$ cat config.mk
export PLATFORM = sky130hd
export DESIGN_NAME = hazard_forward_ctrl
export DESIGN_NICKNAME = d
export VERILOG_FILES = /design/src/rtl/pipe_pkg.sv /design/src/rtl/fwd_src_sel.sv /design/src/rtl/hazard_forward_ctrl.sv
export SDC_FILE = /design/constraint.sdc
export NUM_CORES = 1
export LEC_CHECK = 0
export BUFFER_PORTS_ARGS = -buffer_cell sky130_fd_sc_hd__buf_2
export CAP_MARGIN = 30
export CORE_MARGIN = 1
export CORE_UTILIZATION = 40
export DETAILED_ROUTE_END_ITERATION = 10
export PLACE_DENSITY_LB_ADDON = 0.1
export RECOVER_POWER = 25
export SYNTH_ARGS = -nofsm -noshare
export SYNTH_HDL_FRONTEND = slang
export SYNTH_SLANG_ARGS = --single-unit
$ cat constraint.sdc
create_clock -name clk -period 2.3 [get_ports clk]
set_input_delay 0.115 -clock clk [delete_from_list [all_inputs] [get_ports clk]]
set_output_delay 0.115 -clock clk [all_outputs]
set_load 0.02 [all_outputs]
$ cat src/rtl/pipe_pkg.sv
// Shared types for the LEGv8 pipeline hazard/forwarding control:
// forwarding-select encoding and the per-stage destination shadow entry.
package pipe_pkg;

  localparam int unsigned REG_W    = 5;
  localparam int unsigned ZERO_REG = 31;

  typedef enum logic [1:0] {
    FWD_REG = 2'b00,
    FWD_EX  = 2'b01,
    FWD_WB  = 2'b10
  } fwd_sel_t;

  typedef struct packed {
    logic             valid;
    logic [REG_W-1:0] rd;
    logic             regwrite;
    logic             memread;
  } stage_info_t;

endpackage

$ cat src/rtl/fwd_src_sel.sv
// Forwarding select for one source register against the EX and MEM shadow
// entries; also flags a load in EX that this source depends on.
module fwd_src_sel #(
  parameter int unsigned REG_W    = 5,
  parameter int unsigned ZERO_REG = 31
) (
  input  logic [REG_W-1:0]     src,
  input  logic                 used,
  input  pipe_pkg::stage_info_t ex_e,
  input  pipe_pkg::stage_info_t mem_e,
  output pipe_pkg::fwd_sel_t   sel,
  output logic                 load_hit
);
  import pipe_pkg::*;

  logic ex_live;
  logic mem_live;
  logic unused_mem_memread;

  // XZR is never a producer, so a zero-register source never matches.
  assign ex_live  = used && (src != REG_W'(ZERO_REG)) && ex_e.valid
                    && ex_e.regwrite && (ex_e.rd == src);
  assign mem_live = used && (src != REG_W'(ZERO_REG)) && mem_e.valid
                    && mem_e.regwrite && (mem_e.rd == src);

  assign load_hit           = ex_live && ex_e.memread;
  assign unused_mem_memread = mem_e.memread;

  always_comb begin
    sel = FWD_REG;
    if (ex_live && !ex_e.memread) begin
      sel = FWD_EX;
    end else if (mem_live) begin
      sel = FWD_WB;
    end
  end

endmodule

$ cat src/rtl/hazard_forward_ctrl.sv
// LEGv8 hazard controller: load-use stall detection in ID and registered
// forwarding selects that line up with the instruction once it is in EX.
module hazard_forward_ctrl #(
  parameter int unsigned REG_W    = 5,
  parameter int unsigned ZERO_REG = 31,
  parameter int unsigned CNT_W    = 16
) (
  input  logic             clk,
  input  logic             reset,
  input  logic             id_valid,
  input  logic [REG_W-1:0] id_rn,
  input  logic [REG_W-1:0] id_rm,
  input  logic             id_uses_rn,
  input  logic             id_uses_rm,
  input  logic [REG_W-1:0] id_rd,
  input  logic             id_regwrite,
  input  logic             id_memread,
  input  logic             flush,
  output logic             stall,
  output logic             ex_bubble,
  output logic [1:0]       rnSRC,
  output logic [1:0]       rmSRC,
  output logic [CNT_W-1:0] stall_count
);
  import pipe_pkg::*;

  stage_info_t ex_q;
  stage_info_t mem_q;
  stage_info_t id_e;
  fwd_sel_t    rn_sel;
  fwd_sel_t    rm_sel;
  fwd_sel_t    rn_q;
  fwd_sel_t    rm_q;
  logic        rn_hit;
  logic        rm_hit;
  logic        issue;
  logic [CNT_W-1:0] cnt_q;

  fwd_src_sel #(.REG_W(REG_W), .ZERO_REG(ZERO_REG)) u_rn_sel (
    .src      (id_rn),
    .used     (id_uses_rn),
    .ex_e     (ex_q),
    .mem_e    (mem_q),
    .sel      (rn_sel),
    .load_hit (rn_hit)
  );

  fwd_src_sel #(.REG_W(REG_W), .ZERO_REG(ZERO_REG)) u_rm_sel (
    .src      (id_rm),
    .used     (id_uses_rm),
    .ex_e     (ex_q),
    .mem_e    (mem_q),
    .sel      (rm_sel),
    .load_hit (rm_hit)
  );

  // Flush outranks the load-use stall; reset low masks it entirely.
  assign stall = reset && id_valid && !flush && (rn_hit || rm_hit);
  assign issue = id_valid && !stall && !flush;

  always_comb begin
    id_e          = '0;
    id_e.valid    = issue;
    id_e.rd       = id_rd;
    id_e.regwrite = id_regwrite;
    id_e.memread  = id_memread;
  end

  always_ff @(posedge clk) begin
    if (!reset) begin
      ex_q      <= '0;
      mem_q     <= '0;
      rn_q      <= FWD_REG;
      rm_q      <= FWD_REG;
      ex_bubble <= 1'b0;
      cnt_q     <= '0;
    end else begin
      mem_q     <= ex_q;
      ex_q      <= id_e;
      rn_q      <= issue ? rn_sel : FWD_REG;
      rm_q      <= issue ? rm_sel : FWD_REG;
      ex_bubble <= stall || flush;
      if (stall && (cnt_q != '1)) begin
        cnt_q <= cnt_q + CNT_W'(1);
      end
    end
  end

  assign rnSRC       = rn_q;
  assign rmSRC       = rm_q;
  assign stall_count = cnt_q;

endmodule

---- After elaboration in Yosys (flattened, before gate mapping) ----
Cells that the tools add are included.
word-level totals
  output and inout bits ................... 22
  input bits .............................. 23
  word-level logic and storage cells ...... 59
  register bits ........................... 36
operators by class
  reduce and logical (&&, ||, !) cells .... 32
  multiplexer cells ....................... 4
  eq/ne operators ......................... 7
  bitwise operators ....................... 2
  add/subtract/negate cells ............... 1
operators with widths
  cell                                            count
  logical AND 1 bit                               24
  == test 5 bit                                   4
  adder 16 x 1 -> 16 bit (second input constant)  1
  != test 16 bit (second input constant)          1
  != test 5 bit (second input constant)           2
  OR reduction 3 bit                              2
  2-to-1 mux 2 bit                                2
  logical NOT 1 bit                               3
  logical OR 1 bit                                2
  2-to-1 mux 1 bit                                2
  inverter 1 bit                                  2
  AND reduction 2 bit                             1

---- Logic depth before layout (Yosys ltp) ----
  word-level depth ........................ 13
  depth in mapped cells ................... 7
  gate-level depth less buffers ........... 6

---- By module ----
From an unflattened synthesis, not the netlist that was laid out.
second synthesis, totals
  cells, all modules ...................... 200
  area total of the unflattened synthesis .. 1840.5 µm²
by module, submodules not included
  module               cells each  area an instance (µm²)  instances  seq. area each (µm²)
  hazard_forward_ctrl  152         1492.7                  1          740.7
  fwd_src_sel          24          173.9                   2          0.0

---- Least setup slack after synthesis ----
No wires, ideal clock.
  path type ............................... register -> register
  start ................................... register cnt_q[0] (netlist: stall_count[0])
  end ..................................... register cnt_q[15] (netlist: stall_count[15])
  clock period less this slack ............ 1990 ps
  setup time .............................. 70 ps
  slack ................................... 310 ps
  path buffers ............................ 0
  arrival ................................. 1920 ps
  cell stages (with the launch flop) ...... 7
  cells stage by stage .................... dfxtp_1 > ha_1 > and4_4 > a2111oi_4 > o211ai_4 > or4_1 > a21oi_1
on the way
  cells in the longest elaborated chain, start to end .. 2
RTL lines
  what                                                            line                       text
  from (decl)                                                     hazard_forward_ctrl.sv:37  logic [CNT_W-1:0] cnt_q;
  from (signal assigned)                                          hazard_forward_ctrl.sv:84  cnt_q <= cnt_q + CNT_W'(1);
  branches (longest 2 deep; another with adder 16 x 1 -> 16 bit)  --
Several ways; the timed one is not identified.
A chain may end at the register's enable or synchronous reset.

---- Worst setup path after layout ----
  start ................................... register ex_q[3] in the netlist's numbering
  end ..................................... register cnt_q[14] (netlist: stall_count[14])
on the way
  cells in the longest elaborated chain, start to end .. 6
RTL lines
  what                    line                       text
  from (decl)             hazard_forward_ctrl.sv:27  stage_info_t ex_q;
  from (signal assigned)  hazard_forward_ctrl.sv:79  ex_q <= id_e;
  == test 5 bit           fwd_src_sel.sv:22          && ex_e.regwrite && (ex_e.rd == src);
  logical AND 1 bit       fwd_src_sel.sv:22
  logical AND 1 bit       fwd_src_sel.sv:26          assign load_hit = ex_live && ex_e.memread;
  logical OR 1 bit *      hazard_forward_ctrl.sv:58  assign stall = reset && id_valid && !flush && (rn_hit || rm_hit);
  logical AND 1 bit *     hazard_forward_ctrl.sv:58
  logical AND 1 bit *     hazard_forward_ctrl.sv:83  if (stall && (cnt_q != '1)) begin
Every way passes the cells marked *; elsewhere a longest branch is shown, timed or not.

==> results.yml <==
sta:
  min_period_ns: 2.07
  finalMaxSlewViolations: 0
  post-route-period-util_pct: 89.9
  rsz0062_at_grt: "no"
  worst_pin_slew_ns: 0.772
  fmax_mhz: 484
  timing.setup.tns_ns: 0
  slew_headroom_pct: 48.6
  hold_viol: 0
  setup-violations-final: 0
  skew_ns: 0.00235
clock_tree:
  cts_buffer_depth: 2
  clk_latency_ns: 0.28
  numCtsBuffers: 5
  root_buffer: "clkbuf_8"
  clkSinkCount: 36
  postCtsSetupBuffers: 0
  htree_levels: 2
  path_clk_slew_ns: 0.07
  cts_hold_buffers: 0
  cts_resized: 0
  cts_tree: "done"
floorplanning:
  coreArea_mm2: 0.00403
  die_h_um: 66.8
  std_cell_rows: 23
  chipWidth_um: 66.8
  start_util_pct: 41.7
  die_area_mm2: 0.00446
  num_io_pins: 45
routing:
  wirelength_um: 3700
  drt_iter0_markers: 69
  first_pass_iters: 4
  ant_nets: 0
  detail_route.wl_per_cell_um: 13.3
  vias: 1433
  drc: 0
  viasPerCell: 5.14
global_route:
  antenna_found_initial: 0
  grt_pass1_vias: 1368
  grt-ovfl-total: 0
  grt_max_degree: 22
  grt_pass1_wl_um: 6310
  grt_usage_pct: 19.1
synth:
  netlist_area_mm2: 0.00168
  yosys_warnings: 0
  syn_avg_cell_area_um2: 9.43
  syn_inst: 178
  yosys_register_bits: 36
  seq_area_frac_synth_pct: 42.9
  synth_nets: 202
  yosysUniqueCellTypes: 37
cells_and_area:
  finish.instance_area_mm2: 0.00207
  syn_to_final_growth_pct: 23.3
  drive_gt1_share_pct: 27.5
  diodes: 0
  fin_nets: 252
setup_path:
  cp.arrival_ns: 2.29
  crit_family: "simple AND/OR/NAND/NOR gates"
  crit_path_cell_trace: "xnor2_1 > nand4_1 > nor3_4 > o21ai_2 > or4_1 > a21oi_1"
  crit_buf_inv: 0
  cp-start-kind: "flip-flop"
  path_class: "flip-flop to flip-flop"
  cp_max_fo: 17
  cpPeakStageDelay_ns: 0.52
  worstPathRequired_ns: 2.52
  critPathSlowestCell: "or4_1"
  end_kind: "flip-flop"
placement:
  io_buffers: 44
  hpwl_um: 2860
  place.gp.congestion: 0.817
  dpl-instance-area_mm2: 0.00197
status:
  status: "complete, no violations"
run:
  drv_cap: 0
power:
  p_leak_nw: 0.794
  powerDensity_mw_per_mm2: 614
  p_total_mw: 1.27
  peakVddDrop_uv: 421
worst_hold_path:
  min_path_type: "primary input to flip-flop"
==> cell usage in the layout, fill, tap and decap left out, types with 5 or more instances in the layout <==
cell type / count
o21a_1: 6
and2_1: 8
clkbuf_8: 5
xor2_1: 8
nor2_1: 5
nand2_1: 8
dfxtp_1: 36
nand3_1: 15
and2_0: 8
buf_2: 43
or3_1: 6
o21ai_0: 5
a21oi_1: 9
xnor2_1: 14
o21ai_1: 5
==> path summary, 6_finish.rpt <==
| path | startpoint | endpoint | slack [ns] | cells past startpoint |
|---|---|---|---|---|
| setup reg to reg | ex_q[3] | stall_count[14] | 0.23 | 6 |
| hold / removal | id_regwrite | ex_q[1] | 0.03 | 2 |
| hold reg to reg | stall_count[15] | stall_count[15] | 0.49 | 2 |
| setup / recovery | ex_q[3] | stall_count[14] | 0.23 | 6 |
==> routing by layer <==
metal / global-route usage [%] / vias to the layer above / wire length (um)
met3: 5.48 / 4 / 173
met5: 0 / - / 0
li1: - / 740 / -
met4: 7.18 / 0 / 40
met1: 26.2 / 659 / 1840
met2: 27.8 / 30 / 1650
==> power by group <==
part | switching, mW | internal (mW) | leakage, nW
Sequential | 0.0113 | 0.636 | 0.293
Clock | 0.216 | 0.321 | 0.0552
Combinational | 0.0435 | 0.0431 | 0.446
Total | 0.271 | 1.00 | 0.794
==> cell type report <==
type                       instances  area, um^2
inverter                           5        18.8
tap                               50        62.6
timing repair buffer              47         238
fill                             403        1960
sequential                        36         721
clock buffer                       6        72.6
clock inverter                     2        35.0
multi-input combinational        133         923
==> per-stage QoR <==
step | util, % | hold WS [ns] | std cells | setup WS [ns]
floorplan | - | 0.239 | 178 | 0.310
global placement | 48.9 | 0.322 | 271 | 0.240
detailed placement | 48.9 | 0.324 | 271 | 0.238
CTS | 51.5 | 0.0243 | 279 | 0.211
global route | 51.4 | 0.0197 | 279 | 0.0378
finish | 51.4 | 0.0313 | 279 | 0.233
==> worst register-to-register path: cells and delay by family (launching register included) <==
family / cells / cell delay (ns)
AO/OA/AOI/OAI: 2 / 0.41
XOR/XNOR: 1 / 0.14
flip-flops: 1 / 0.38
AND/OR/NAND/NOR: 3 / 1.07
==> sequential cells by signal (all words and copies together) (netlist names) <==
name,flops
ex_q,8
mem_q,7
ex_bubble,1
stall_count,16
rnSRC,2
rmSRC,2
==> logic make-up (layout without fill, tap and decap cells) <==
logic type      count (synthesis)  count (layout)  share of synthesized area [%]
fa+ha+maj                       1               1                          0.745
xor+xnor                       22              22                           11.5
simple gates                   73              73                           26.3
flops                          36              36                           42.9
buf+inv                         9              60                           2.09
mux                             1               1                          0.596
compound gates                 36              36                           15.9
==> cell usage after synthesis <==
master,n,area (um^2)
o211ai_4,1,21.3
nand3_1,15,75.1
xnor2_1,14,123
nor2_1,5,18.8
nand2_1,8,30.0
and2_1,16,100
nand2b_1,1,6.26
nor4b_1,1,8.76
buf_2,1,5.00
inv_2,1,3.75
a2111oi_0,2,17.5
clkbuf_1,3,11.3
nor3_4,1,16.3
o211ai_1,1,7.51
xor2_1,8,70.1
nor3_1,3,15.0
a211oi_2,1,12.5
nor3_2,1,10.0
a21oi_1,9,45.0
o31ai_1,3,22.5
and4_4,3,33.8
o21a_1,6,45.0
dfxtp_1,36,721
o21ai_1,5,25.0
or4_1,3,22.5
o21ai_2,1,8.76
and3_1,2,12.5
inv_1,4,15.0
nand4_1,4,25.0
o21ai_0,5,25.0
nor4_1,3,18.8
or3_1,6,37.5
o31a_1,1,8.76
mux2i_1,1,10.0
or3_4,1,11.3
a2111oi_4,1,27.5
ha_1,1,12.5
No activity file was read; power rests on OpenSTA's default activity.
